File: src/rtl/arith_pkg.sv
// ---------------------------------------------------------------------------
// arith_pkg
//   Shared definitions for the datapath lab arithmetic blocks.
//   - state_t   : FSM encoding used by the sequential multiplier
//   - OP_W      : operand width of the ripple-carry adder and multiplier
//   - MUL_ITER  : number of shift-and-add iterations per multiplication
// ---------------------------------------------------------------------------
package arith_pkg;

   localparam int OP_W     = 4;
   localparam int MUL_ITER = 4;

   typedef enum logic [1:0] {
      IDLE = 2'd0,
      CALC = 2'd1,
      DONE = 2'd2
   } state_t;

endpackage : arith_pkg

File: src/rtl/rca_4bit.sv
// ---------------------------------------------------------------------------
// rca_4bit
//   4-bit ripple-carry adder built from a chain of full adders.
//   Ports:
//     x, y   in  4  addends
//     c_in   in  1  carry into bit 0
//     sum    out 4  low four bits of x + y + c_in
//     c_out  out 1  carry out of bit 3
// ---------------------------------------------------------------------------
module rca_4bit (
   input  logic [3:0] x,
   input  logic [3:0] y,
   input  logic       c_in,
   output logic [3:0] sum,
   output logic       c_out
);

   logic [4:0] carry;

   assign carry[0] = c_in;

   for (genvar i = 0; i < 4; i++) begin : g_fa
      assign sum[i]     = x[i] ^ y[i] ^ carry[i];
      assign carry[i+1] = (x[i] & y[i]) | (carry[i] & (x[i] ^ y[i]));
   end

   assign c_out = carry[4];

endmodule : rca_4bit

File: src/rtl/mul_4bit_seq.sv
// ---------------------------------------------------------------------------
// mul_4bit_seq
//   Sequential 4x4 unsigned shift-and-add multiplier using rca_4bit.
//   A start pulse in IDLE captures a and b; four iterations later the
//   8-bit product is registered and done pulses for one cycle.
//   Ports:
//     clk      in  1  rising-edge clock
//     rst_n    in  1  asynchronous active-low reset
//     start    in  1  request, only honoured in IDLE
//     a        in  4  multiplicand (unsigned)
//     b        in  4  multiplier (unsigned)
//     product  out 8  registered a*b, held until next completion or reset
//     busy     out 1  high while iterations are in progress
//     done     out 1  one-cycle pulse when product is updated
// ---------------------------------------------------------------------------
module mul_4bit_seq
   import arith_pkg::*;
(
   input  logic              clk,
   input  logic              rst_n,
   input  logic              start,
   input  logic [OP_W-1:0]   a,
   input  logic [OP_W-1:0]   b,
   output logic [2*OP_W-1:0] product,
   output logic              busy,
   output logic              done
);

   // Counter value on the final iteration.
   localparam logic [1:0] LAST_ITER = 2'(MUL_ITER - 1);

   state_t            state_q, state_d;
   logic [OP_W-1:0]   m_q,   m_d;
   logic [OP_W-1:0]   acc_q, acc_d;
   logic [OP_W-1:0]   q_q,   q_d;
   logic [1:0]        cnt_q, cnt_d;
   logic [2*OP_W-1:0] product_q, product_d;
   logic              busy_q, busy_d;
   logic              done_q, done_d;

   // Adder hookup: add the multiplicand only when the current multiplier
   // LSB is set.
   logic [OP_W-1:0] add_y;
   logic [OP_W-1:0] add_sum;
   logic            add_c_out;

   // Accumulator/multiplier pair after one iteration: a 9-bit right shift
   // with the adder carry entering at the top, so no carry is ever lost.
   logic [2*OP_W-1:0] shifted;

   assign add_y   = q_q[0] ? m_q : '0;
   assign shifted = {add_c_out, add_sum, q_q[OP_W-1:1]};

   rca_4bit u_rca (
      .x     (acc_q),
      .y     (add_y),
      .c_in  (1'b0),
      .sum   (add_sum),
      .c_out (add_c_out)
   );

   always_comb begin
      state_d   = state_q;
      m_d       = m_q;
      acc_d     = acc_q;
      q_d       = q_q;
      cnt_d     = cnt_q;
      product_d = product_q;
      busy_d    = 1'b0;
      done_d    = 1'b0;

      case (state_q)
         IDLE: begin
            if (start) begin
               state_d = CALC;
               m_d     = a;
               q_d     = b;
               acc_d   = '0;
               cnt_d   = '0;
               busy_d  = 1'b1;
            end
         end

         CALC: begin
            {acc_d, q_d} = shifted;
            cnt_d        = cnt_q + 2'd1;
            if (cnt_q == LAST_ITER) begin
               state_d   = DONE;
               product_d = shifted;
               done_d    = 1'b1;
            end else begin
               busy_d = 1'b1;
            end
         end

         DONE: begin
            state_d = IDLE;
         end

         default: begin
            state_d = IDLE;
         end
      endcase
   end

   always_ff @(posedge clk or negedge rst_n) begin
      if (!rst_n) begin
         state_q   <= IDLE;
         m_q       <= '0;
         acc_q     <= '0;
         q_q       <= '0;
         cnt_q     <= '0;
         product_q <= '0;
         busy_q    <= 1'b0;
         done_q    <= 1'b0;
      end else begin
         state_q   <= state_d;
         m_q       <= m_d;
         acc_q     <= acc_d;
         q_q       <= q_d;
         cnt_q     <= cnt_d;
         product_q <= product_d;
         busy_q    <= busy_d;
         done_q    <= done_d;
      end
   end

   assign product = product_q;
   assign busy    = busy_q;
   assign done    = done_q;

endmodule : mul_4bit_seq
File: config.mk
export PLATFORM = sky130hd
export DESIGN_NAME = mul_4bit_seq
export DESIGN_NICKNAME = d
export VERILOG_FILES = /design/src/rtl/arith_pkg.sv /design/src/rtl/rca_4bit.sv /design/src/rtl/mul_4bit_seq.sv
export SDC_FILE = /design/constraint.sdc
export NUM_CORES = 1
export LEC_CHECK = 0
export BUFFER_PORTS_ARGS = -buffer_cell sky130_fd_sc_hd__buf_2
export CAP_MARGIN = 5
export CORE_MARGIN = 5
export CORE_UTILIZATION = 48
export CTS_CLUSTER_SIZE = 20
export DETAILED_ROUTE_END_ITERATION = 8
export PLACE_DENSITY_LB_ADDON = 0.15
export RECOVER_POWER = 50
export REMOVE_ABC_BUFFERS = 1
export SYNTH_ARGS = -nofsm -noshare
export SYNTH_HDL_FRONTEND = slang
export SYNTH_SLANG_ARGS = --single-unit
export TNS_END_PERCENT = 5
File: constraint.sdc
create_clock -name clk -period 2.24 [get_ports clk]
set_input_delay 0.112 -clock clk [delete_from_list [all_inputs] [get_ports clk]]
set_output_delay 0.112 -clock clk [all_outputs]
set_load 0.02 [all_outputs]
==> run summary <==
Top cell type by total area after synthesis = dfrtp_1
Delay-heaviest family, CP = adder cells
Num CTS Buffers = 3
Mean post-synth cell area = 11.87 um^2
I/O pin cnt = 21
Max Cap Violations = 0
FMAX = 473.1 MHz
Antenna-violating nets left = 0
Initial antenna violation count = 0
DR vias = 754
Skew-Pair Late Insertion Delay = 0.31 ns
Initial DRC count = 21
H-tree depth = 1
Final Cycle Share = 94.37%
Setup crit start kind = register
Core Rows = 17
DR WL/cell = 13.49 um
Layout cells sized above 1 = 24.58%
Worst Path Arrival = 2.31 ns
Min-delay worst type = primary input to register
Hold Fails Final Rpt = 0
Die W = 58.46 um
Placed Instances = 141
Asr flop ratio synth = 100.0%
Top_reg_cell synth = dfrtp_1
Hold Path Cell Cnt = 2
Fin area = 1286 um^2
Count leader, synth = dfrtp_1
TritonCTS clock tree = done
Number of inserted diodes = 0
Flop2flop setup slack = 0.13 ns
Hold Path Origin = a[1]
Setup_tns = 0 ns
Crit-path max FO = 2
Dpl cell area = 1249 um^2
R2r endpoint = product[6]
Final #Nets = 136
Core area = 2233 um^2
Fin cells = 146
Leakage = 0.5921 nW
Clk Tree Root Cell = clkbuf_4
Min-Delay Endpoint = m_q[1]
Synth area leaders = dfrtp_1 58%, mux2_2 8.0%, fa_1 5.3%
Drt total wl = 1.969 mm
Drt pass-1 iters = 5
Clock Tree Buf Depth = 2
CP max-delay cell = fa_1
Final setup violation count = 0
Measured slew at the worst slew-check pin = 1.355 ns
Vias in the first global route = 761
Slowest stage delay, CP = 0.53 ns
Crit path buf inv count = 1
Cell chain of the critical path = and2_1, ha_1, inv_1, fa_1, fa_2, fa_1, o21ai_1
Peak supply drop = 0.8509 mV
Gpl congestion = 0.7485
Register bit total from synthesis = 26
Status = finished, final reports clean
First-pass GRT wire length = 3.463 mm
Mapped Cells = 95
Largest net degree at the start of global routing = 27
Register area share after synthesis = 57.71%
PortBufs = 20
RSZ-0062 raised after global routing = no
R2R cell count = 7
Slew Limit Fails = 0
Fillers = 197
Cell variety after synth = 24
Vias per cell = 5.164
Post-Syn Area = 1127 um^2
Most used cell along the critical path = fa_1
Syn-to-layout area delta = 14.10%
WHS = 0.02277 ns
Layout Skew = 0.001185 ns
Syn. warnings = 0
Worst-path clk slew = 0.13 ns
Period minus WS final = 2.114 ns
Total gr overflow = 0
GR Util All Layers = 13.54%
Relative slew margins = 9.687%
Share of the synthesized area in the top cell type = 57.71%
Power Density = 1433 nW/um^2
Reg2reg start = q_q[0]
Die H = 58.46 um
Critical Path RT = 2.44 ns
DP HPWL = 1.491 mm
Post-layout util = 57.59%
Endpoint class of the critical path = register
Clock sink count = 26
Synth cell count leaders = 26 x dfrtp_1, 12 x nand2_1, 9 x inv_1, 9 x o21ai_0, 8 x mux2_2
Initial Utilization = 50.48%
Number of synthesized flops with an enable pin = 0
Die area = 3418 um^2
DRC errors left = 0
Kind of critical path = register to register
## per-layer routing
layer / global-route usage (%) / up-vias / share of wire (%)
li1: - / 371 / -
met1: 18.50 / 363 / 45
met2: 20.73 / 16 / 49
met3: 2.632 / 4 / 4.3
met4: 6.291 / 0 / 1.1
met5: 0 / - / 0
## how the worst max path moves through the flow
stage | startpoint | end | slack, ns | cells past startpoint
after floorplan | q_q[0] | product[6] | 0.14 | 7
after global placement | q_q[0] | product[6] | 0.15 | 7
after detailed placement | q_q[0] | product[6] | 0.08 | 7
after CTS | q_q[0] | product[6] | 0.07 | 7
after global routing | q_q[0] | product[6] | 0.01 | 7
final | q_q[0] | product[6] | 0.13 | 7
## stage by stage
stage / setup slack (ns) / power [mW]
after detailed placement: 0.07537 / 1.679
after CTS: 0.06973 / 1.870
after global routing: 0.01008 / 2.018
after global placement: 0.1501 / 1.630
final: 0.1262 / 1.844
after floorplan: 0.1358 / 1.403
## placed cells by master, fill, tap and decap left out, types with 2 or more instances in the layout
cell type      count
o22ai_1            3
inv_1              9
ha_1               2
fa_1               2
buf_2             14
nor2_1             6
o32ai_1            3
o21ai_1            4
dlygate4sd3_1      2
clkbuf_4           3
mux2_2             8
o21ai_0            6
dfrtp_1           26
nand2_1           12
clkbuf_1           6
## worst register-to-register path: stages (launching register included)
cell and delay, ns:
dfrtp_1 0.36, and2_1 0.12, ha_1 0.14, inv_1 0.05, fa_1 0.37, fa_2 0.35
fa_1 0.53, o21ai_1 0.08
## kinds of logic (layout without fill, tap and decap cells)
group | Yosys count | count (layout) | share of synthesized area (%)
flip-flops | 26 | 26 | 57.71
adder cells (fa/ha/maj) | 5 | 5 | 7.547
multiplexers | 9 | 9 | 8.879
AO/OA/AOI/OAI | 19 | 19 | 10.43
buffers and inverters | 12 | 35 | 4.882
AND/OR/NAND/NOR | 24 | 24 | 10.54
## area by class of cell
| type | instances | area [um^2] | area share [%] |
|---|---|---|---|
| clock buffers | 3 | 22.52 | 1.751 |
| inverters | 9 | 33.78 | 2.626 |
| multi-input cells | 57 | 424.2 | 32.98 |
| flip-flops and latches | 26 | 650.6 | 50.58 |
| well taps | 28 | 35.03 | 2.724 |
| repair buffers | 23 | 120.1 | 9.339 |
## power by group
group          internal [mW]  switching, mW
registers              0.690          0.142
clock network         0.0628          0.128
logic                  0.359          0.461
total                   1.11          0.732
## state kept, by name (all words and copies together) (netlist names)
register  flops
done          1
product       8
state_q       2
busy          1
acc_q         4
m_q           4
q_q           4
cnt_q         2
## what timing repair did
action / CTS / global route
hold buffers: 1 / 1
hold endpoints to repair: 26 / 1
setup buffers: 0 / 0
gates resized for setup: 0 / 4
endpoints found under the setup margin: 0 / 4
No activity file was read; power rests on OpenSTA's default activity.
